## src/rtl/tx_serializer_10b.sv

```systemverilog
// 10-bit codeword serializer placed after the 8b/10b encoder: shifts each word LSB
// first onto tx_out and paces the encoder with a registered nextword_enable strobe.
module tx_serializer_10b #(
    parameter int   CLKS_PER_BIT = 4,
    parameter logic IDLE_LEVEL   = 1'b0
) (
    input  logic       clk,
    input  logic       rst,
    input  logic       en,
    input  logic [9:0] word_in,
    output logic       nextword_enable,
    output logic       tx_out,
    output logic       running,
    output logic       word_strobe
);
    localparam int CNT_W = (CLKS_PER_BIT > 1) ? $clog2(CLKS_PER_BIT) : 1;
    localparam logic [CNT_W-1:0] CNT_MAX = CNT_W'(CLKS_PER_BIT - 1);

    typedef enum logic [1:0] {IDLE, PRIME, LOAD, RUN} state_t;

    state_t           state_reg, state_next;
    logic [CNT_W-1:0] clk_cnt_reg, clk_cnt_next;
    logic [3:0]       bit_cnt_reg, bit_cnt_next;
    logic [9:0]       shreg_reg, shreg_next;
    logic             tx_reg, tx_next;
    logic             nwe_reg, nwe_next;
    logic             strobe_reg, strobe_next;
    logic             running_reg, running_next;
    logic             bit_end, word_end, word_end_ahead;

    always_ff @(posedge clk) begin
        if (rst) begin
            state_reg   <= IDLE;
            clk_cnt_reg <= '0;
            bit_cnt_reg <= '0;
            shreg_reg   <= '0;
            tx_reg      <= IDLE_LEVEL;
            nwe_reg     <= 1'b0;
            strobe_reg  <= 1'b0;
            running_reg <= 1'b0;
        end else begin
            state_reg   <= state_next;
            clk_cnt_reg <= clk_cnt_next;
            bit_cnt_reg <= bit_cnt_next;
            shreg_reg   <= shreg_next;
            tx_reg      <= tx_next;
            nwe_reg     <= nwe_next;
            strobe_reg  <= strobe_next;
            running_reg <= running_next;
        end
    end

    always_comb begin
        state_next   = state_reg;
        clk_cnt_next = clk_cnt_reg;
        bit_cnt_next = bit_cnt_reg;
        shreg_next   = shreg_reg;
        bit_end      = (clk_cnt_reg == CNT_MAX);
        word_end     = bit_end && (bit_cnt_reg == 4'd9);

        case (state_reg)
            IDLE: begin
                clk_cnt_next = '0;
                bit_cnt_next = '0;
                if (en) begin
                    state_next = PRIME;
                end
            end
            PRIME: begin
                state_next = LOAD;
            end
            LOAD: begin
                shreg_next   = word_in;
                clk_cnt_next = '0;
                bit_cnt_next = '0;
                state_next   = RUN;
            end
            RUN: begin
                if (!bit_end) begin
                    clk_cnt_next = clk_cnt_reg + CNT_W'(1);
                end else begin
                    clk_cnt_next = '0;
                    if (!word_end) begin
                        shreg_next   = {1'b0, shreg_reg[9:1]};
                        bit_cnt_next = bit_cnt_reg + 4'd1;
                    end else begin
                        bit_cnt_next = '0;
                        // strobe_reg already holds the continue/stop decision for this word_end
                        if (strobe_reg) begin
                            shreg_next = word_in;
                        end else begin
                            state_next = IDLE;
                        end
                    end
                end
            end
            default: begin
                state_next = IDLE;
            end
        endcase
    end

    // Strobes are registered, so the reload decision is taken one cycle early:
    // en is sampled in the cycle that precedes word_end.
    always_comb begin
        word_end_ahead = (state_next == RUN) && (clk_cnt_next == CNT_MAX) &&
                         (bit_cnt_next == 4'd9);
        strobe_next    = (state_next == LOAD) || (word_end_ahead && en);
        nwe_next       = (state_next == PRIME) || strobe_next;
        running_next   = (state_next != IDLE);
        tx_next        = (state_next == RUN) ? shreg_next[0] : IDLE_LEVEL;
    end

    assign nextword_enable = nwe_reg;
    assign word_strobe     = strobe_reg;
    assign running         = running_reg;
    assign tx_out          = tx_reg;
endmodule

```

## config.mk

```make
export PLATFORM = sky130hd
export DESIGN_NAME = tx_serializer_10b
export DESIGN_NICKNAME = d
export VERILOG_FILES = /design/src/rtl/tx_serializer_10b.sv
export SDC_FILE = /design/constraint.sdc
export NUM_CORES = 1
export LEC_CHECK = 0
export CAP_MARGIN = 10
export CORE_UTILIZATION = 50
export CTS_CLUSTER_DIAMETER = 30
export DETAILED_ROUTE_END_ITERATION = 7
export PLACE_DENSITY = 0.8
export SYNTH_ARGS = -nofsm -noshare
export SYNTH_HDL_FRONTEND = slang
export SYNTH_SLANG_ARGS = --single-unit
```

## constraint.sdc

```tcl
create_clock -name clk -period 2.35 [get_ports clk]
set_input_delay 0.47 -clock clk [delete_from_list [all_inputs] [get_ports clk]]
set_output_delay 0.47 -clock clk [all_outputs]
set_load 0.01 [all_outputs]
```

## Word level (Yosys, flattened, before mapping)

Cells that the tools add are included.

| word-level totals | value |
|---|---|
| word-level logic and storage cells | 50 |
| register bits | 22 |
| input port bits | 13 |

| cells by class | value |
|---|---|
| equality and inequality tests | 12 |
| $add $sub $neg | 2 |
| bitwise logic cells | 1 |
| reduce and logical (&&, ||, !) cells | 12 |
| muxes and demuxes | 14 |

Operators by type and width:

| operator | number |
|---|---|
| 10-bit two-way mux | 3 |
| 10-bit one-hot mux with 2 select lines | 1 |
| 2-bit == test, second input constant | 6 |
| 2-bit two-way mux | 5 |
| 4-bit == test, second input constant | 2 |
| 4-bit two-way mux | 2 |
| 2-bit one-hot mux with 4 select lines | 1 |
| 4-bit one-hot mux with 2 select lines | 1 |
| 4-bit by 1-bit adder with 4-bit output, second input constant | 1 |
| 2-bit by 1-bit == test with 1-bit output, second input constant | 2 |
| 1-bit logical AND | 4 |
| 2-bit one-hot mux with 2 select lines | 1 |
| 2-bit nonzero test | 2 |
| 2-bit OR reduction | 2 |
| 3-bit != test, second input constant | 1 |
| 3-bit AND reduction | 1 |
| 2-bit by 1-bit adder with 2-bit output, second input constant | 1 |
| 2-bit logical NOT | 1 |
| 1-bit logical OR | 2 |
| 2-bit != test, second input constant | 1 |
| 1-bit inverter | 1 |

## Depth between registers and ports, before layout

Gate-level depths: netlist (run 1).

| logic depth | value |
|---|---|
| depth in word-level cells | 11 |
| depth in mapped cells | 7 |
| depth with buffers taken out | 6 |

## Worst setup path before layout (run 1)

OpenSTA, ideal clock, no wires.

| timing path | value |
|---|---|
| path kind | register to register |
| start | reg bit_cnt_reg[0] |
| end | reg shreg_reg[0] |
| arrival time | 1.566 ns |
| buffers on the path | 0 |
| clock period less this slack | 1.636 ns |
| stages on the path, launching flop included | 5 |
| slack | 0.714 ns |
| data required time | 2.280 ns |
| path through | dfxtp_1 -> ha_1 -> or4bb_1 -> a311o_1 -> a21oi_1 |

| between the ends | value |
|---|---|
| cells in the longest elaborated chain, start to end | 5 |

Ends and longest elaborated chain:

| item | line | source |
|---|---|---|
| start, declared | 23 | `logic [3:0] bit_cnt_reg, bit_cnt_next;` |
| start signal, assigned | 44 | `bit_cnt_reg <= bit_cnt_next;` |
| 4-bit == test | 59 | `word_end = bit_end && (bit_cnt_reg == 4'd9);` |
| 1-bit logical AND | 59 |  |
| 10-bit two-way mux | 83 | `if (!word_end) begin` |
| 10-bit two-way mux | 79 | `if (!bit_end) begin` |
| 10-bit one-hot mux with 2 select lines | 61 | `case (state_reg)` |
| end signal, assigned | 45 | `shreg_reg <= shreg_next;` |
| end, declared | 24 | `logic [9:0] shreg_reg, shreg_next;` |

Every way passes these cells. The select of a mux whose other input is x is not followed.
A chain may end at the register's enable or synchronous reset.

## Worst setup path in the final report (run 1)

| timing path | value |
|---|---|
| start | reg clk_cnt_reg[0] |
| end | reg shreg_reg[7] |

| between the ends | value |
|---|---|
| cells in the longest elaborated chain, start to end | 5 |
| elaborated cells on any way between the ends | 8 |
| those cells by class | 3 x eq/ne; 3 x mux; 2 x reduce/logical |

Ends and longest elaborated chain:

| item | line | source |
|---|---|---|
| start, declared | 22 | `logic [CNT_W-1:0] clk_cnt_reg, clk_cnt_next;` |
| start signal, assigned | 43 | `clk_cnt_reg <= clk_cnt_next;` |
| 2-bit == test * | 58 | `bit_end = (clk_cnt_reg == CNT_MAX);` |
| 1-bit logical AND | 59 |  |
| 10-bit two-way mux | 83 |  |
| 10-bit two-way mux | 79 |  |
| 10-bit one-hot mux with 2 select lines | 61 |  |

Every way passes the cells marked *; elsewhere a longest branch is shown, timed or not. The select of a mux whose other input is x is not followed.

==> results of run 1 <==
logic make-up after synthesis:
family | Yosys count | synth area share
mux | 2 | 0.0186
simple gates | 53 | 0.255
flops | 22 | 0.408
fa+ha+maj | 3 | 0.0348
compound gates | 32 | 0.210
xor+xnor | 2 | 0.0162
buf+inv | 10 | 0.0568
through the flow:
step	power [mW]	std cells	cell area, um2	setup slack [ps]
floorplan	0.498	124	1080	714
global placement	0.549	164	1250	584
detailed placement	0.553	164	1250	494
CTS	0.760	168	1280	469
global route	0.788	168	1280	281
finish	0.758	168	1280	471
cell usage in the layout, fill, tap and decap left out, types with 2 or more instances in the layout:
master	count
a21oi_1	9
a221oi_1	7
a2bb2oi_1	2
a31oi_1	2
buf_4	3
clkbuf_4	3
clkdlybuf4s50_1	16
dfxtp_1	22
ha_1	3
inv_1	4
mux2i_1	2
nand2_1	9
nand2b_1	5
nand3_1	2
nand4_1	2
nor2_1	18
nor3_1	8
o21ai_1	2
xnor2_1	2
power groups by stage:
stage / clock network (mW) / logic [mW] / registers [mW]
after floorplan: 0 / 0.0767 / 0.422
after global placement: 0 / 0.128 / 0.420
after detailed placement: 0 / 0.132 / 0.422
after CTS: 0.214 / 0.132 / 0.413
after global routing: 0.227 / 0.145 / 0.416
final: 0.212 / 0.132 / 0.414
path summary, 6_finish.rpt:
kind | startpoint | end | slack (ps)
setup / recovery | clk_cnt_reg[0] | shreg_reg[7] | 470
hold / removal | shreg_reg[1] | shreg_reg[1] | 480
setup reg to reg | clk_cnt_reg[0] | shreg_reg[7] | 470
hold reg to reg | shreg_reg[1] | shreg_reg[1] | 480
per-layer routing:
layer / up-vias / global-route usage / wire length, um
met5: - / 0 / 0
met4: 0 / 0.113 / 13
met3: 2 / 0.0346 / 80
met2: 25 / 0.390 / 1230
met1: 490 / 0.273 / 1100
li1: 492 / - / -
critical path: stages, from the launching register on:
cell,delay [ps]
dfxtp_1,380
ha_1,350
nand3_1,120
a31oi_1,530
a221oi_1,200
nor3_1,230
area by class of cell:
cell class,count,area [um2]
Clock buffer,4,36.3
Fill cell,170,717
Inverter,4,15.0
Multi-Input combinational cell,92,577
Sequential cell,22,440
Tap cell,27,33.8
Timing Repair Buffer,19,183
==> impl_metrics.yaml, run 1 <==
outcome:
  outcome: "finished clean"
clock_network:
  cts_resized: 0
  clockRootBuffer: "clkbuf_4"
  insertion_delay_ps: 310
  htree_levels: 1
  cts_tree: "done"
  clk_pin_slew_worst_paths_ps: 130
  ctsHoldBuffers: 0
  cts_inserted_buffers: 3
  cts_buffer_depth: 2
  cts.sinks: 22
  post_cts_buffers: 0
finish:
  largest_register_ffs: 10
  fin_util: 0.642
  drive_gt1_frac: 0.0780
  diodes: 0
  nNetsFinal: 158
  area_growth_pct: 19.1
grt:
  grt_pass1_vias: 967
  grt_usage: 0.226
  grt_first_pass_wirelength_um: 4170
  grt_max_degree: 18
  gr-total-overflow: 0
  antenna_found_initial: 0
yosys:
  yosys-top-cells-count: "dfxtp_1, nor2_1, a21oi_1, nand2_1, nor3_1"
  synth_top_area_share: 0.408
  synth_cell_types: 39
  ys.flop_type: "dfxtp_1"
  avgSynthCellArea_um2: 8.70
  ys_warn_count: 0
  netlist_instances: 124
  synth_fp_nets: 140
  yosysMostFrequentCell: "dfxtp_1"
  synth_seq_cells: 22
  synth-edff-count: 0
  synth_area_um2: 1080
  synth-async-reset-ratio: 0
  yosys.area.top_type: "dfxtp_1"
  yosysSeqAreaShare: 0.408
  yosys-top-cells-area: "dfxtp_1, nor2_1, a221oi_1"
floorplanning:
  initial_core_util: 0.539
  top_level_ports: 17
  placeableCoreArea_um2: 2000
  die_y_um: 48.4
  die_area_um2: 2350
  std_cell_rows: 16
  dieWidth_um: 48.4
pwr:
  powerDensity_nw_per_um2: 590
  intPower_uw: 560
  switching_share: 0.261
  clkPwrFrac: 0.280
  ir_drop_v: 0.000337
  p_leak_nw: 0.443
  power.switching_uw: 197
  seq_power_share: 0.546
  combPwrFrac: 0.175
timing:
  clock-skew-final_ps: 4.33
  finalSetupTns_ps: 0
  min_period_over_period: 0.800
  tightest_slew_ps: 677
  slew_headroom: 0.547
  drv_slew: 0
  finalHoldViolations: 0
  min_period_ps: 1880
  whs_ps: 478
  fmax_mhz: 532
  rsz0062_at_grt: "false"
  setup_viol_count_final: 0
drt:
  routed_wl_um: 2420
  viasPerCell: 6.01
  drc_errors: 0
  drt.antenna.violating_nets: 0
  num_vias: 1009
  initialDrtViolationCount: 19
  wl_per_cell_um: 14.4
  drtPass1Iterations: 4
critical_path:
  crit_path_start_kind: "flop"
  criticalPathCategory: "flop to flop"
  crit_fanout: 10
  worstPathArrival_ps: 2110
  end_kind: "flop"
  critPathRequiredTime_ps: 2580
  r2r_cells: 5
placement:
  dp_hpwl_um: 1780
  gp_congestion: 0.805
  numPortBuffers: 16
worst_hold_path:
  hp-class: "flop to flop"
  min_delay_path_depth: 2
run:
  cap_violations: 0
Power figures use the tool's default switching activity.
==> run 2, diff against run 1 <==
- CORE_UTILIZATION: 50 -> 46
- PLACE_DENSITY: 0.8 -> 0.78
- clock period: 2.35 -> 1.7 ns (I/O delays scaled with it)
==> impl_metrics.yaml, run 2 (synthesis results as in run 1) <==
timing:
  min_period_ps: 1600
  min_period_over_period: 0.943
  finalSetupTns_ps: 0
  rsz0062_at_grt: "false"
  tightest_slew_ps: 460
  setup_viol_count_final: 0
  finalHoldViolations: 0
  whs_ps: 483
  fmax_mhz: 624
  drv_slew: 0
  worst_slack_ps: 97.1
  clock-skew-final_ps: 17.2
  slew_headroom: 0.693
finish:
  seq_area_um2: 443
  nFillCells: 182
  fin_util: 0.622
  drive_gt1_frac: 0.171
  area_growth_pct: 27.6
  largest_register_ffs: 10
  multi_input_area_um2: 611
  finish.instance_area_um2: 1380
  final_cell_mix: "dfxtp_1, nor2_1, clkdlybuf4s50_1"
  nNetsFinal: 163
  final_common_cell: "dfxtp_1"
  diodes: 0
critical_path:
  criticalPathCategory: "flop to output pin"
  r2r_cells: 6
  cp_cell_sequence: "clkdlybuf4s50_1"
  max_stage_delay_ps: 560
  crit_fanout: 4
  critPathSlowestCell: "clkdlybuf4s50_1"
  end_kind: "output pin"
  critPathRequiredTime_ps: 1360
  crit_path_start_kind: "flop"
  worstPathArrival_ps: 1260
  reg2reg_to: "shreg_reg[8]"
  r2r-start: "clk_cnt_reg[1]"
  worst-r2r-setup-slack_ps: 100
  critPathBufInv: 1
  cpLargestDelayFamily: "buffers and inverters"
placement:
  numPortBuffers: 16
  postPlaceCellArea_um2: 1290
  dp_hpwl_um: 1700
  pre_cts_ws_ps: -43.9
  gp_congestion: 0.887
drt:
  num_vias: 977
  drc_errors: 0
  drtPass1Iterations: 4
  routed_wl_um: 2390
  wl_per_cell_um: 13.8
  initialDrtViolationCount: 30
  viasPerCell: 5.61
  drt.antenna.violating_nets: 0
grt:
  grt_first_pass_wirelength_um: 4100
  grt_usage: 0.213
  grt_pass1_vias: 972
  grt_max_degree: 18
  antenna_found_initial: 0
  gr-total-overflow: 0
clock_network:
  cts_buffer_depth: 2
  clockRootBuffer: "clkbuf_4"
  clk_pin_slew_worst_paths_ps: 130
  cts_inserted_buffers: 3
  htree_levels: 1
  insertion_delay_ps: 310
  ctsHoldBuffers: 0
  cts_tree: "done"
  cts.sinks: 22
outcome:
  outcome: "finished clean"
pwr:
  ir_drop_v: 0.000524
  powerDensity_nw_per_um2: 842
  p_leak_nw: 0.479
floorplanning:
  placeableCoreArea_um2: 2210
  top_level_ports: 17
  dieWidth_um: 50.4
  die_area_um2: 2540
  initial_core_util: 0.488
  die_y_um: 50.4
  std_cell_rows: 17
worst_hold_path:
  min_from: "shreg_reg[0]"
  min_delay_path_depth: 2
  hp-class: "flop to flop"
  min_to: "shreg_reg[0]"
run:
  cap_violations: 0
[run 2: timing repair]
action	4_1_cts	5_1_grt
pin swaps	0	4
setup endpoints to repair	10	10
resized for setup	4	7
gates cloned	0	0
buffers inserted	0	0
[run 2: where the power goes]
group / internal (mW) / total [mW] / switching, mW
logic: 0.0934 / 0.176 / 0.0827
clock network: 0.238 / 0.400 / 0.161
registers: 0.552 / 0.584 / 0.0315
[run 2: worst max-delay path by stage]
stage / to / startpoint / depth (start not counted)
2_1_floorplan: shreg_reg[0] / bit_cnt_reg[0] / 4
3_3_place_gp: tx_out / bit_cnt_reg[1] / 5
3_5_place_dp: shreg_reg[8] / clk_cnt_reg[0] / 6
4_1_cts: tx_out / clk_cnt_reg[0] / 5
5_1_grt: shreg_reg[8] / clk_cnt_reg[1] / 6
6_report: word_strobe / word_strobe / 1
[run 2: worst reg2reg max path, delay by kind of cell (launching register included)]
| family | cells | cell delay [ps] |
|---|---|---|
| AO/OA/AOI/OAI | 2 | 430 |
| flip-flops | 1 | 360 |
| AND/OR/NAND/NOR | 2 | 350 |
| adder cells (fa/ha/maj) | 1 | 220 |
| buffers and inverters | 1 | 140 |
[run 2: per-stage QoR]
stage                     total power, mW  std cells
after floorplan                     0.689        124
after global placement              0.758        170
after detailed placement            0.763        170
after CTS                            1.16        174
after global routing                 1.21        174
final                                1.16        174
[run 2: layer usage]
layer  global-route usage  up-vias  share of wire
met1                0.266      451           0.49
li1                     -      502              -
met4               0.0787        0         0.0054
met5                    0        -              0
met2                0.362       22           0.47
met3               0.0364        2          0.037
[run 2: cell type report]
type,instances,share of cell area
Clock buffer,3,0.0164
Sequential cell,22,0.322
Multi-Input combinational cell,92,0.444
Inverter,4,0.0109
Clock inverter,1,0.0218
Tap cell,28,0.0255
Timing Repair Buffer,24,0.160
==> run 3, diff against run 2 <==
- CORE_ASPECT_RATIO: not set -> 0.6
- CTS_BUF_LIST: not set -> sky130_fd_sc_hd__clkbuf_16
- PLACE_DENSITY: 0.78 -> 0.73
==> impl_metrics.yaml, run 3 (synthesis results as in run 1) <==
clock_network:
  clockRootBuffer: "clkbuf_16"
  insertion_delay_ps: 250
  ctsHoldBuffers: 0
  clk_pin_slew_worst_paths_ps: 60
  cts.sinks: 22
  cts_buffer_depth: 2
  htree_levels: 1
  cts_tree: "done"
  cts_inserted_buffers: 3
timing:
  rsz0062_at_grt: "false"
  finalSetupTns_ps: 0
  min_period_ps: 1630
  clock-skew-final_ps: 1.13
  fmax_mhz: 614
  drv_slew: 0
  finalHoldViolations: 0
  slew_headroom: 0.706
  worst_slack_ps: 71.6
  setup_viol_count_final: 0
  min_period_over_period: 0.958
  tightest_slew_ps: 440
drt:
  drt.antenna.violating_nets: 0
  wl_met3_um: 217
  drtPass1Iterations: 4
  top_layer_used: "met4"
  wl_met1_um: 1300
  viasPerCell: 5.81
  dr_wl_met2_um: 1150
  drc_errors: 0
  routed_wl_um: 2690
  num_vias: 1023
  wl_per_cell_um: 15.3
  initialDrtViolationCount: 53
grt:
  grt_usage: 0.212
  gr-total-overflow: 0
  antenna_found_initial: 0
  grt_first_pass_wirelength_um: 3910
  grt_max_degree: 18
  grt_pass1_vias: 830
finish:
  nNetsFinal: 163
  seq_area_um2: 440
  diodes: 0
  area_growth_pct: 31.4
  largest_register_ffs: 10
  finish.instance_area_um2: 1420
  nFillCells: 192
  drive_gt1_frac: 0.171
  final_cell_mix: "dfxtp_1, nor2_1, clkdlybuf4s50_1"
  final_cells: 176
  final_common_cell: "dfxtp_1"
  multi_input_area_um2: 626
floorplanning:
  top_level_ports: 17
  die_y_um: 39.5
  std_cell_rows: 13
  initial_core_util: 0.491
  die_area_um2: 2550
  placeableCoreArea_um2: 2200
  dieWidth_um: 64.5
critical_path:
  r2r_cells: 5
  worstPathArrival_ps: 1790
  criticalPathCategory: "flop to flop"
  crit_fanout: 7
  reg2reg_to: "nextword_enable"
  r2r-start: "clk_cnt_reg[0]"
  end_kind: "flop"
  critical_path.startpoint: "clk_cnt_reg[0]"
  crit_path_start_kind: "flop"
  critPathRequiredTime_ps: 1860
  worst-r2r-setup-slack_ps: 70
  cp-endpoint: "nextword_enable"
placement:
  dp_hpwl_um: 1840
  gp_congestion: 0.922
  numPortBuffers: 16
  placed_cells: 171
  pre_cts_ws_ps: -26.1
  postPlaceCellArea_um2: 1280
pwr:
  power_mw: 1.26
  combPwrFrac: 0.143
  seq_power_share: 0.462
  powerDensity_nw_per_um2: 892
  power.switching_uw: 304
  clkPwrFrac: 0.395
  switching_share: 0.241
  intPower_uw: 960
  p_leak_nw: 0.493
  ir_drop_v: 0.000517
worst_hold_path:
  hp-class: "flop to flop"
outcome:
  outcome: "finished clean"
run:
  cap_violations: 0
run 3: changes by cell type in the layout (fill, tap and decap cells not counted), sizes merged:
cell / before / now
bufinv: 1 / 0
clkinv: 0 / 1
run 3: routing by layer:
metal,GRT usage,vias to the layer above
li1,-,507
met1,0.290,475
met2,0.321,39
met3,0.0698,2
met4,0.0500,0
met5,0,-
run 3: final cells by class:
class,count,share of cell area
well taps,30,0.0265
inverters,4,0.0106
clock inverters,1,0.00265
clock buffers,3,0.0530
repair buffers,24,0.155
flip-flops and latches,22,0.311
multi-input cells,92,0.441
run 3: stage by stage:
stage | util | hold WS, ps
3_3_place_gp | 0.584 | 449
4_1_cts | 0.623 | 474
6_report | 0.646 | 469
2_1_floorplan | - | 436
5_1_grt | 0.646 | 495
3_5_place_dp | 0.584 | 465
run 3: worst min-delay path by stage:
stage                 startpoint      endpoint  slack (ps)  cells after the start
CTS                 shreg_reg[1]  shreg_reg[1]         470                      2
finish              shreg_reg[1]  shreg_reg[1]         470                      2
detailed placement  shreg_reg[1]  shreg_reg[1]         460                      2
floorplan           shreg_reg[1]  shreg_reg[1]         440                      2
global route        shreg_reg[1]  shreg_reg[1]         500                      2
global placement    shreg_reg[1]  shreg_reg[1]         450                      2
run 3: worst max-delay path: stages (launching register included):
cell,delay [ps]
dfxtp_1,330
ha_2,240
or3b_2,510
a21oi_4,180
nand4_1,130
o32ai_1,140
run 3: power groups by stage:
stage | clock (mW) | combinational (mW) | sequential [mW]
after floorplan | 0 | 0.106 | 0.583
after global placement | 0 | 0.165 | 0.592
after detailed placement | 0 | 0.171 | 0.592
after CTS | 0.500 | 0.176 | 0.582
after global routing | 0.524 | 0.194 | 0.587
final | 0.499 | 0.181 | 0.584
run 3: repair_timing:
| action | 4_1_cts | 5_1_grt |
|---|---|---|
| pin swaps | 0 | 1 |
| endpoints found under the setup margin | 12 | 12 |
| gates resized for setup | 3 | 9 |
| cloned | 0 | 0 |
| buffers inserted | 0 | 1 |
